<file path="config.mk">
export PLATFORM = sky130hd
export DESIGN_NAME = unidade_desvio
export DESIGN_NICKNAME = d
export VERILOG_FILES = /design/src/rtl/unidade_desvio.sv
export SDC_FILE = /design/constraint.sdc
export NUM_CORES = 1
export LEC_CHECK = 0
export CAP_MARGIN = 25
export CORE_MARGIN = 2
export CORE_UTILIZATION = 51
export CTS_CLUSTER_DIAMETER = 150
export DETAILED_ROUTE_END_ITERATION = 10
export GPL_TIMING_DRIVEN = 0
export PLACE_DENSITY = 0.8
export RECOVER_POWER = 50
export SYNTH_ARGS = -nofsm -noshare
export SYNTH_HDL_FRONTEND = slang
export SYNTH_SLANG_ARGS = --single-unit
</file>
<file path="constraint.sdc">
create_clock -name clk -period 2.7 [get_ports clk]
set_input_delay 0.27 -clock clk [delete_from_list [all_inputs] [get_ports clk]]
set_output_delay 0.27 -clock clk [all_outputs]
set_load 0.01 [all_outputs]
</file>
<file path="src/rtl/unidade_desvio.sv">
// Branch resolution stage: resolves BEQ/BNE through a two-slot (E -> S) backpressured
// pipeline, producing taken decision, next PC, misprediction flush and an error count.
//
// state | meaning
// VAZIO | both stages empty
// SO_E  | only E (compare) holds an instruction
// SO_S  | only S (output) holds a result
// CHEIO | both stages occupied
module unidade_desvio #(
  parameter int LARG = 8
) (
  input  logic            clk,
  input  logic            rst_n,
  input  logic            ent_valido,
  output logic            ent_pronto,
  input  logic            ent_op,
  input  logic [LARG-1:0] ent_a,
  input  logic [LARG-1:0] ent_b,
  input  logic [LARG-1:0] ent_pc,
  input  logic [LARG-1:0] ent_offset,
  input  logic            ent_pred,
  output logic            sai_valido,
  input  logic            sai_pronto,
  output logic            sai_tomado,
  output logic [LARG-1:0] sai_alvo,
  output logic            sai_flush,
  output logic [7:0]      cont_erro
);

  // Encoding chosen so bit 0 is E occupancy and bit 1 is S occupancy.
  typedef enum logic [1:0] {
    VAZIO = 2'b00,
    SO_E  = 2'b01,
    SO_S  = 2'b10,
    CHEIO = 2'b11
  } estado_t;

  estado_t         estado;
  estado_t         estado_prox;

  logic            e_op;
  logic [LARG-1:0] e_a;
  logic [LARG-1:0] e_b;
  logic [LARG-1:0] e_pc;
  logic [LARG-1:0] e_offset;
  logic            e_pred;

  logic            valido_e;
  logic            valido_s;
  logic            igual;
  logic            e_tomado;
  logic [LARG-1:0] pc_seq;
  logic [LARG-1:0] e_alvo;
  logic            e_flush;

  logic            sai_transf;
  logic            squash;
  logic            avanco;
  logic            aceita;
  logic            prox_e;
  logic            prox_s;

  assign valido_e = estado[0];
  assign valido_s = estado[1];

  assign igual    = &(e_a ~^ e_b);
  assign e_tomado = igual ^ e_op;
  assign pc_seq   = e_pc + LARG'(1);
  assign e_alvo   = e_tomado ? pc_seq + e_offset : pc_seq;
  assign e_flush  = e_tomado ^ e_pred;

  // A flushing result leaving S means whatever sits in E came from the wrong path.
  assign sai_transf = valido_s & sai_pronto;
  assign squash     = sai_transf & sai_flush;
  assign avanco     = valido_e & (~valido_s | sai_pronto) & ~squash;
  assign ent_pronto = ~squash & (~valido_e | avanco);
  assign aceita     = ent_valido & ent_pronto;

  assign prox_e = aceita | (valido_e & ~avanco);
  assign prox_s = avanco | (valido_s & ~sai_transf);

  always_comb begin
    estado_prox = estado;
    if (squash) begin
      estado_prox = VAZIO;
    end else begin
      estado_prox = estado_t'({prox_s, prox_e});
    end
  end

  assign sai_valido = valido_s;

  always_ff @(posedge clk or negedge rst_n) begin
    if (!rst_n) begin
      estado     <= VAZIO;
      e_op       <= 1'b0;
      e_a        <= '0;
      e_b        <= '0;
      e_pc       <= '0;
      e_offset   <= '0;
      e_pred     <= 1'b0;
      sai_tomado <= 1'b0;
      sai_alvo   <= '0;
      sai_flush  <= 1'b0;
      cont_erro  <= 8'd0;
    end else begin
      estado <= estado_prox;
      if (aceita) begin
        e_op     <= ent_op;
        e_a      <= ent_a;
        e_b      <= ent_b;
        e_pc     <= ent_pc;
        e_offset <= ent_offset;
        e_pred   <= ent_pred;
      end
      if (avanco) begin
        sai_tomado <= e_tomado;
        sai_alvo   <= e_alvo;
        sai_flush  <= e_flush;
      end
      if (squash && cont_erro != 8'hFF) begin
        cont_erro <= cont_erro + 8'd1;
      end
    end
  end

endmodule

</file>
==> impl_metrics.toml <==
[route]
number_of_remaining_drc_errors = 0
routed_wl_um = 5070
post_drt_via_cell_ratio = 5.25
dr_total_vias = 1906
detail-route-antenna-nets = 0
detail_route.wl_per_cell_um = 14.0
drt-pass1-iter-count = 4
detailedRoute.firstIterationViolations = 79

[sta]
report.final.hold_viol_count = 0
min_period_over_period = 0.937
final_period_minus_worst_setup_slack_ns = 2.53
tightest_slew_ns = 1.40
final_max_slew_viol_count = 0
worst_clock_skew_ns = 0.00551
max_slew_margin = 0.0662
finalHoldWorstSlack_ns = 0.488
setup_violations = 0
peak_freq_mhz = 395

[cts]
cts_tree = "built"
clkTransAtPathRegs_ns = 0.09
cts.path.max_buffers = 2
cts_root_buffer = "clkbuf_8"
cts.sinks = 54
cts_max_level = 2
clk-insertion-delay-late_ns = 0.31
cts_made_buffers = 5

[run]
max_cap_viol_count = 0

[power]
ir_drop_mv = 0.555
leakage_nw = 1.50
report.power.total_w = 0.00401
pwrdens_mw_per_mm2 = 1130

[placement]
port_buffers = 57
placer_congestion_estimate = 0.721
dp_hpwl_um = 3810

[global_route]
first_global_vias = 1835
grt-ovfl-total = 0
grt_first_pass_wirelength_um = 8510
antenna_found_initial = 0
grt_start_max_net_pins = 29
grt.total_usage = 0.181

[worst_hold_path]
hold_path_startpoint = "sai_alvo[0]$_DFFE_PN0P_"
timing.hold.worst_path_depth = 2
min_to = "sai_alvo[0]$_DFFE_PN0P_"
min-delay-path-class = "reg -> reg"

[yosys]
ys_async_sr_fraction = 1.00
yosysWarningCount = 0
average_instance_area_after_synthesis_um2 = 12.3
netlist_instances = 218
synth_cell_types = 37
syn-num-nets = 267
synth-seq-cells = 54
yosysSeqAreaShare = 0.505
dominantRegCellSynth = "dfrtp_1"
syn_area_mm2 = 0.00268
synth-edff-count = 0

[setup_path]
critical_path_class = "reg -> reg"
critical_path.reg2reg.startpoint = "e_pc[1]$_DFFE_PN0P_"
timing.critical_path.to_type = "register"
startpoint_type = "register"
worstPathMaxFanout = 4
r2r.worst_path.cells = 10
required_time_at_the_endpoint_of_the_critical_path_ns = 2.93
critical_path_arrival_ns = 2.76
timing.reg2reg.setup_slack_ns = 0.17
worst_r2r_endpoint = "sai_alvo[7]$_DFFE_PN0P_"

[layout]
number_of_filler_instances_in_the_final_layout = 393
syn2layout_area_growth_pct = 31.9
antenna_cells_inserted = 0
final_layout_size_suffix_gt1_frac = 0.106
nNetsFinal = 341
utilization = 0.696

[run_status]
outcome = "finished clean"

[floorplanning]
die_width_um = 76.5
floorplan.die_area_mm2 = 0.00585
core_region_area_mm2 = 0.00507
pin_count = 58
std_cell_rows = 26
die_height_um = 76.5
initial_utilization = 0.528
-- worst max path at each step --
stage	from	end	slack [ns]	depth (start not counted)
final	e_pc[1]$_DFFE_PN0P_	sai_alvo[7]$_DFFE_PN0P_	0.17	10
after global routing	e_pc[0]$_DFFE_PN0P_	sai_alvo[7]$_DFFE_PN0P_	-0.002	10
after CTS	e_pc[0]$_DFFE_PN0P_	sai_alvo[7]$_DFFE_PN0P_	0.01	10
after detailed placement	e_pc[0]$_DFFE_PN0P_	sai_alvo[7]$_DFFE_PN0P_	-0.003	10
after global placement	rst_n	cont_erro[4]$_DFFE_PN0P_	-0.25	1
after floorplan	e_pc[0]$_DFFE_PN0P_	sai_alvo[7]$_DFFE_PN0P_	0.28	10
-- repair_timing --
item,in CTS,in global routing
pin swaps,1,5
gates resized for setup,0,5
hold buffers,1,0
endpoints found under the setup margin,1,1
endpoints found under the hold margin,26,0
setup buffers,1,7
-- report_power, final --
part	total, W	internal, W	switching (W)	leakage [nW]
registers	0.00143	0.00114	0.000294	0.646
clock network	0.000530	0.000278	0.000252	0.0524
logic	0.00204	0.00108	0.000961	0.807
-- cells in the final DEF (no fill, tap or decap), types with 2 or more instances in the layout --
master and n:
a21o_1 4, nand3_1 5, clkbuf_1 5, nand4_1 4
clkbuf_8 5, mux2i_1 6, nand2_1 22, nor2_1 3
o21ai_1 8, ha_1 9, xnor2_1 21, nand3_2 2
buf_2 3, inv_1 2, o21ai_0 4, dlygate4sd3_1 9
buf_4 8, dfrtp_1 54, mux2_1 36, clkdlybuf4s50_1 48
a21oi_1 4, xor2_1 7, a21oi_2 2
-- registers in the layout (all words and copies together) (netlist names) --
| register | flops |
|---|---|
| cont_erro | 8 |
| e_b | 8 |
| e_a | 8 |
| e_pc | 8 |
| estado | 2 |
| e_op | 1 |
| sai_flush | 1 |
| sai_tomado | 1 |
| e_offset | 8 |
| sai_alvo | 8 |
| e_pred | 1 |
-- through the flow --
stage | setup TNS [ns] | cell area (um^2) | instances | worst slack, ns
2_1_floorplan | 0 | 2680 | 218 | 0.284
3_3_place_gp | -13.53 | 3340 | 345 | -0.252
3_5_place_dp | -0.00256 | 3350 | 346 | -0.00256
4_1_cts | 0 | 3470 | 356 | 0.0141
5_1_grt | -0.00207 | 3530 | 363 | -0.00207
6_report | 0 | 3530 | 363 | 0.170
-- kinds of logic after synthesis --
group | after synthesis | synth area share
DFF | 54 | 0.505
and+or+nand+nor | 43 | 0.0790
muxes | 42 | 0.174
AOI/OAI and AO/OA | 31 | 0.0738
xor gates and xnor gates | 29 | 0.102
adders and majority gates | 11 | 0.0542
buffers and inverters | 8 | 0.0126
-- routing by layer --
metal | part of all wire | routed length, um | track usage | up-vias
met5 | 0 | 0 | 0 | -
met4 | 0.013 | 68 | 0.0382 | 0
met3 | 0.046 | 234 | 0.0391 | 8
met2 | 0.52 | 2640 | 0.311 | 48
met1 | 0.42 | 2130 | 0.236 | 936
li1 | - | - | - | 914
-- synth_stat cells (all sizes together), types with 2 or more instances --
| library cell | number | share of area |
|---|---|---|
| nor2 | 5 | 0.0098 |
| xor2 | 8 | 0.033 |
| clkbuf | 2 | 0.0028 |
| a21oi | 6 | 0.014 |
| nand2 | 22 | 0.031 |
| inv | 3 | 0.0042 |
| nand4 | 4 | 0.0093 |
| a21o | 4 | 0.011 |
| buf | 3 | 0.0056 |
| mux2i | 6 | 0.022 |
| xnor2 | 21 | 0.069 |
| dfrtp | 54 | 0.50 |
| mux2 | 36 | 0.15 |
| nand3 | 7 | 0.015 |
| o21ai | 13 | 0.026 |
| ha | 10 | 0.047 |
-- area by class of cell --
type,count,area (um^2),area share
Sequential cell,54,1350,0.383
Multi-Input combinational cell,156,1310,0.372
Clock inverter,1,30.0,0.00850
Clock buffer,7,76.3,0.0216
Inverter,3,11.3,0.00319
Timing Repair Buffer,67,639,0.181
Tap cell,70,87.6,0.0248
Buffer,5,22.5,0.00638
-- worst max-delay path, cell delays in order, from the launching register on --
cell and delay, ns:
dfrtp_1 0.40, ha_2 0.22, nand3_2 0.11, nor2_2 0.11, xor2_1 0.22, ha_1 0.29, a21o_1 0.20, a22oi_2 0.17
o31ai_2 0.10, or4_1 0.47, o211ai_1 0.16
(Power assumes the default switching activity.)
